**src/rtl/gyro_data_formatter_pkg.sv**
```systemverilog
// Shared widths, state encoding and selector codes for the gyro BCD formatter.
package gyro_fmt_pkg;
   localparam int DATA_W = 16;
   localparam int MAG_W  = 17;
   localparam int N_DIG  = 5;
   localparam int N_ITER = 17;
   localparam int BCD_W  = 4 * N_DIG;

   localparam logic [1:0] SEL_TEMP = 2'b11;

   typedef enum logic {
      ST_IDLE = 1'b0,
      ST_CONV = 1'b1
   } state_t;
endpackage

```
**src/rtl/gyro_data_formatter_if.sv**
```systemverilog
// Request/result bundle between the data selector, the formatter and the display mux.
interface gyro_data_formatter_if;
   import gyro_fmt_pkg::*;

   logic              start;
   logic [DATA_W-1:0] data;
   logic [1:0]        sel;
   logic              busy;
   logic              done;
   logic              sign;
   logic [BCD_W-1:0]  bcd;

   modport master (output start, data, sel, input busy, done, sign, bcd);
   modport slave  (input start, data, sel, output busy, done, sign, bcd);
endinterface

```
**src/rtl/gyro_data_formatter_adj.sv**
```systemverilog
// Double-dabble digit correction: add 3 to any BCD digit of 5 or more before a shift.
module bcd_digit_adj (
   input  logic [3:0] din,
   output logic [3:0] dout
);
   assign dout = (din >= 4'd5) ? din + 4'd3 : din;
endmodule

```
**src/rtl/gyro_data_formatter.sv**
```systemverilog
// Sign-magnitude BCD conversion of a selected gyro axis/temperature word,
// one double-dabble step per clock with a start/done handshake.
module gyro_data_formatter
   import gyro_fmt_pkg::*;
(
   input  logic clk,
   input  logic rst_n,
   gyro_data_formatter_if.slave bus
);
   localparam logic [4:0] LAST_CNT = 5'(N_ITER - 1);

   state_t           state, state_nxt;
   logic             capture, last;
   logic [4:0]       count;
   logic [MAG_W-1:0] mag, ext, mag_in;
   logic [BCD_W-1:0] bcd_shift, bcd_adj, shift_nxt;
   logic             sign_q;
   logic             busy_q, done_q, sign_o;
   logic [BCD_W-1:0] bcd_o;

   // Temperature lives in the low byte; everything is widened to 17 bits so
   // that negating -32768 still fits.
   always_comb begin
      ext    = (bus.sel == SEL_TEMP) ? {{(MAG_W-8){bus.data[7]}}, bus.data[7:0]}
                                     : {bus.data[DATA_W-1], bus.data};
      mag_in = ext[MAG_W-1] ? -ext : ext;
   end

   for (genvar g = 0; g < N_DIG; g++) begin : g_adj
      bcd_digit_adj u_adj (
         .din  (bcd_shift[4*g +: 4]),
         .dout (bcd_adj[4*g +: 4])
      );
   end

   assign shift_nxt = {bcd_adj[BCD_W-2:0], mag[MAG_W-1]};

   always_ff @(posedge clk or negedge rst_n) begin
      if (!rst_n) state <= ST_IDLE;
      else        state <= state_nxt;
   end

   always_comb begin
      state_nxt = state;
      capture   = 1'b0;
      last      = 1'b0;
      case (state)
         ST_IDLE: if (bus.start) begin
            capture   = 1'b1;
            state_nxt = ST_CONV;
         end
         ST_CONV: if (count == LAST_CNT) begin
            last      = 1'b1;
            state_nxt = ST_IDLE;
         end
         default: state_nxt = ST_IDLE;
      endcase
   end

   always_ff @(posedge clk or negedge rst_n) begin
      if (!rst_n) begin
         mag       <= '0;
         bcd_shift <= '0;
         count     <= '0;
         sign_q    <= 1'b0;
         busy_q    <= 1'b0;
         done_q    <= 1'b0;
         sign_o    <= 1'b0;
         bcd_o     <= '0;
      end else begin
         done_q <= last;
         if (capture) begin
            mag       <= mag_in;
            sign_q    <= ext[MAG_W-1];
            bcd_shift <= '0;
            count     <= '0;
            busy_q    <= 1'b1;
         end else if (state == ST_CONV) begin
            bcd_shift <= shift_nxt;
            mag       <= {mag[MAG_W-2:0], 1'b0};
            count     <= count + 5'd1;
            // Final step publishes the freshly shifted digits directly.
            if (last) begin
               bcd_o  <= shift_nxt;
               sign_o <= sign_q;
               busy_q <= 1'b0;
            end
         end
      end
   end

   assign bus.busy = busy_q;
   assign bus.done = done_q;
   assign bus.sign = sign_o;
   assign bus.bcd  = bcd_o;
endmodule
```
**src/flat_wrapper.sv**
```systemverilog
// flat-port wrapper written by rule: the top's interface ports become plain ports
module gyro_data_formatter_flat import gyro_fmt_pkg::*;
  (clk, rst_n, bus_start, bus_data, bus_sel, bus_busy, bus_done, bus_sign, bus_bcd);
  gyro_data_formatter_if bus_i ();
  input  logic clk;
  input  logic rst_n;
  input wire logic [$bits(bus_i.start)-1:0] bus_start;
  input wire logic [$bits(bus_i.data)-1:0] bus_data;
  input wire logic [$bits(bus_i.sel)-1:0] bus_sel;
  output wire logic [$bits(bus_i.busy)-1:0] bus_busy;
  output wire logic [$bits(bus_i.done)-1:0] bus_done;
  output wire logic [$bits(bus_i.sign)-1:0] bus_sign;
  output wire logic [$bits(bus_i.bcd)-1:0] bus_bcd;
  assign bus_i.start = bus_start;
  assign bus_i.data = bus_data;
  assign bus_i.sel = bus_sel;
  assign bus_busy = bus_i.busy;
  assign bus_done = bus_i.done;
  assign bus_sign = bus_i.sign;
  assign bus_bcd = bus_i.bcd;
  gyro_data_formatter u_core (.clk(clk), .rst_n(rst_n), .bus(bus_i));
endmodule
```
**config.mk**
```make
export PLATFORM = sky130hd
export DESIGN_NAME = gyro_data_formatter_flat
export DESIGN_NICKNAME = d
export VERILOG_FILES = /design/src/rtl/gyro_data_formatter_pkg.sv /design/src/rtl/gyro_data_formatter_if.sv /design/src/rtl/gyro_data_formatter_adj.sv /design/src/rtl/gyro_data_formatter.sv /design/src/flat_wrapper.sv
export SDC_FILE = /design/constraint.sdc
export NUM_CORES = 1
export LEC_CHECK = 0
export BUFFER_PORTS_ARGS = -buffer_cell sky130_fd_sc_hd__buf_2
export CAP_MARGIN = 20
export CELL_PAD_IN_SITES_DETAIL_PLACEMENT = 1
export CELL_PAD_IN_SITES_GLOBAL_PLACEMENT = 2
export CORE_ASPECT_RATIO = 0.5
export CORE_MARGIN = 1.5
export CORE_UTILIZATION = 40
export DETAILED_ROUTE_END_ITERATION = 7
export HOLD_SLACK_MARGIN = 0.15
export PLACE_DENSITY = 0.88
export SETUP_SLACK_MARGIN = 0.15
export SYNTH_ARGS = -nofsm -noshare
export SYNTH_HDL_FRONTEND = slang
export SYNTH_SLANG_ARGS = --single-unit
```
**constraint.sdc**
```tcl
create_clock -name clk -period 4.76 [get_ports clk]
set_input_delay 0 -clock clk [delete_from_list [all_inputs] [get_ports clk]]
set_output_delay 0 -clock clk [all_outputs]
set_load 0.01 [all_outputs]
```
==> results.json <==
{
  "rows": 23,
  "firstDrtPassIters": 4,
  "syn_area_um2": 3410,
  "grt_max_degree": 68,
  "drtIter0Drc": 145,
  "numPortBuffers": 43,
  "die_w_um": 134,
  "routabilityCongestion": 0.840,
  "power_density_nw_per_um2": 661,
  "drive_above_1_share": 0.199,
  "min_period_ps": 2590,
  "post-dp-hpwl_um": 5970,
  "die_h_um": 68.3,
  "nets": 431,
  "r2r_start": "u_core.state",
  "worstSetupEndpointType": "register",
  "grt_pass1_vias": 2879,
  "antenna_cells": 0,
  "synth-async-reset-ratio": 1.00,
  "synth-main-ff-cell": "dfrtp_1",
  "crit_buf_inv": 3,
  "start_util": 0.418,
  "viasPerCell": 5.20,
  "max_freq_mhz": 386,
  "cts_tree": "yes",
  "clkTransAtPathRegs_ps": 60,
  "ir_drop_v": 0.000266,
  "crit_family": "buffers and inverters",
  "finalClockSkew_ps": 6.77,
  "dieArea_um2": 9110,
  "clock_path_buffers": 2,
  "cp_slowest_stage_delay_ps": 690,
  "tightest_slew_ps": 1000,
  "grt_overflow": 0,
  "drtAntennaViolNets": 0,
  "cts.sinks": 67,
  "ctsHtreeMaxLevel": 3,
  "drc": 0,
  "path_cells": "dlygate4sd3_1 > buf_2 > or4_1 > or3_1 > o31ai_2 > xor2_1 > dlygate4sd3_1 > o21ai_1",
  "antenna_found_initial": 0,
  "crit_start": "bus_data[5]",
  "slew_violations": 0,
  "worstHoldPathType": "input pin to register",
  "critPathRequiredTime_ps": 4970,
  "cp_common_cell": "dlygate4sd3_1",
  "power_mw": 2.81,
  "outcome": "completed",
  "yosysWarnings": 0,
  "min-delay-start": "bus_data[15]",
  "cts-buffers-inserted": 9,
  "grt_pass1_wl_um": 14500,
  "layout_commonest_cell": "dfrtp_1",
  "ff2ff_setup_slack_ps": 2320,
  "syn-num-nets": 371,
  "post_cts_buffers": 0,
  "grtUsageTotal": 0.206,
  "period_share": 0.544,
  "coreArea_um2": 8140,
  "synth_cell_type_count": 45,
  "syn_to_final_growth_pct": 24.8,
  "worstPathMaxFanout": 8,
  "clockRootBuffer": "clkbuf_16",
  "slew_headroom": 0.328,
  "setup_viol": 0,
  "dr_total_vias": 2675,
  "ys_ff_latch": 67,
  "synth_enable_flop_cells": 0,
  "mostFrequentLayoutCells": "67 x dfrtp_1, 43 x buf_2, 40 x nand2_1",
  "postSynthAreaPerCell_um2": 10.1,
  "critPathKind": "input pin to register",
  "cp_slowest_cell": "or4_1",
  "arrival_ps": 2800,
  "crit_path_start_kind": "input pin",
  "synth-seq-area-share": 0.492,
  "fin_tns_setup_ps": 0,
  "postRouteWirelength_um": 8410,
  "p_leak_nw": 2.00,
  "maxCapViolations": 0,
  "grt_setup_unrepaired": "no",
  "ios": 44,
  "clk_latency_ps": 330,
  "syn_inst": 337,
  "wl_per_cell_um": 16.4,
  "hold_viol_final": 0
}
## layer usage
metal	wire length (um)	vias to the layer above	track usage
met1	4010	1302	0.265
met3	273	12	0.0489
met2	4020	45	0.355
li1	-	1316	-
met5	0	-	0
met4	99	0	0.0625
## cell type report
type                    instances  area (um2)
clock buffers                   9         225
clock inverters                 7         124
fillers                       926        3890
inverters                      19        71.3
multi-input cells             236        1600
flip-flops and latches         67        1680
well taps                     112         140
repair buffers                 64         415
## cell usage after synthesis, drive strengths merged (2+ instances only)
master,count,share of area
and3,2,0.0037
nand2,40,0.044
nor4,3,0.0073
o21ai,34,0.050
mux2,12,0.040
or4,2,0.0044
nand4,2,0.0037
a22o,13,0.033
mux2i,12,0.035
nand2b,6,0.011
nor3,4,0.0059
o31ai,6,0.015
ha,13,0.048
a22oi,6,0.013
dfrtp,67,0.49
a21o,2,0.0044
nor3b,7,0.015
nand3,4,0.0059
clkbuf,10,0.011
o22ai,3,0.0055
buf,5,0.0066
xnor2,12,0.031
xor2,7,0.018
inv,19,0.021
or3,3,0.0055
nor2,12,0.013
a21oi,19,0.029
## worst reg2reg max path, stage by stage, from the launching register on
cell and delay [ps]:
dfrtp_1 520, buf_4 320, nor2b_1 320, nand2_1 210, nor4_1 210, nand4_1 130, dlygate4sd3_1 600, nand2_1 70
## stage by stage
| stage | hold WS, ps | cells | util | setup WS (ps) | instance area (um2) |
|---|---|---|---|---|---|
| after detailed placement | 258 | 481 | 0.458 | 2500 | 3730 |
| after global routing | 207 | 514 | 0.522 | 2030 | 4250 |
| final | 169 | 514 | 0.522 | 2170 | 4250 |
| after CTS | 163 | 514 | 0.522 | 2190 | 4250 |
| after global placement | 224 | 481 | 0.458 | 2670 | 3730 |
| after floorplan | -296 | 337 | - | 3100 | 3410 |
## report_power, final
group / switching [mW] / leakage, nW / total, mW / internal [mW]
Sequential: 0.199 / 0.850 / 1.02 / 0.819
Clock: 0.263 / 0.167 / 0.779 / 0.516
Combinational: 0.550 / 0.983 / 1.01 / 0.464
Total: 1.01 / 2.00 / 2.81 / 1.80
## cell families (layout without fill, tap and decap cells)
logic type / Yosys count / in the layout / share of synthesized area
AOI/OAI and AO/OA: 92 / 92 / 0.171
xor gates and xnor gates: 19 / 19 / 0.0488
buffers and inverters: 34 / 99 / 0.0386
DFF: 67 / 67 / 0.492
muxes: 24 / 24 / 0.0749
adders and majority gates: 13 / 13 / 0.0477
and+or+nand+nor: 88 / 88 / 0.127
## what timing repair did
item,in CTS,in global routing
hold buffers,17,0
hold endpoints to repair,80,0
gates resized for setup,0,0
setup endpoints to repair,0,0
## registers in the layout, summed over array words and instances (netlist names)
name / cells
u_core.sign_q: 1
u_core.bus.bcd: 20
u_core.bus.sign: 1
u_core.bus.busy: 1
u_core.mag: 17
u_core.bus.done: 1
u_core.state: 1
u_core.bcd_shift: 20
u_core.count: 5
## path summary, 6_finish.rpt
path / end / depth (start not counted)
worst max-delay path: u_core.mag[12] / 8
worst min-delay path: u_core.mag[13] / 5
worst max register to register: u_core.mag[15] / 7
worst min register to register: u_core.bus.bcd[19] / 2
max in group asynchronous: u_core.bus.done / 3
min in group asynchronous: u_core.mag[0] / 3
No activity file was read; power rests on OpenSTA's default activity.
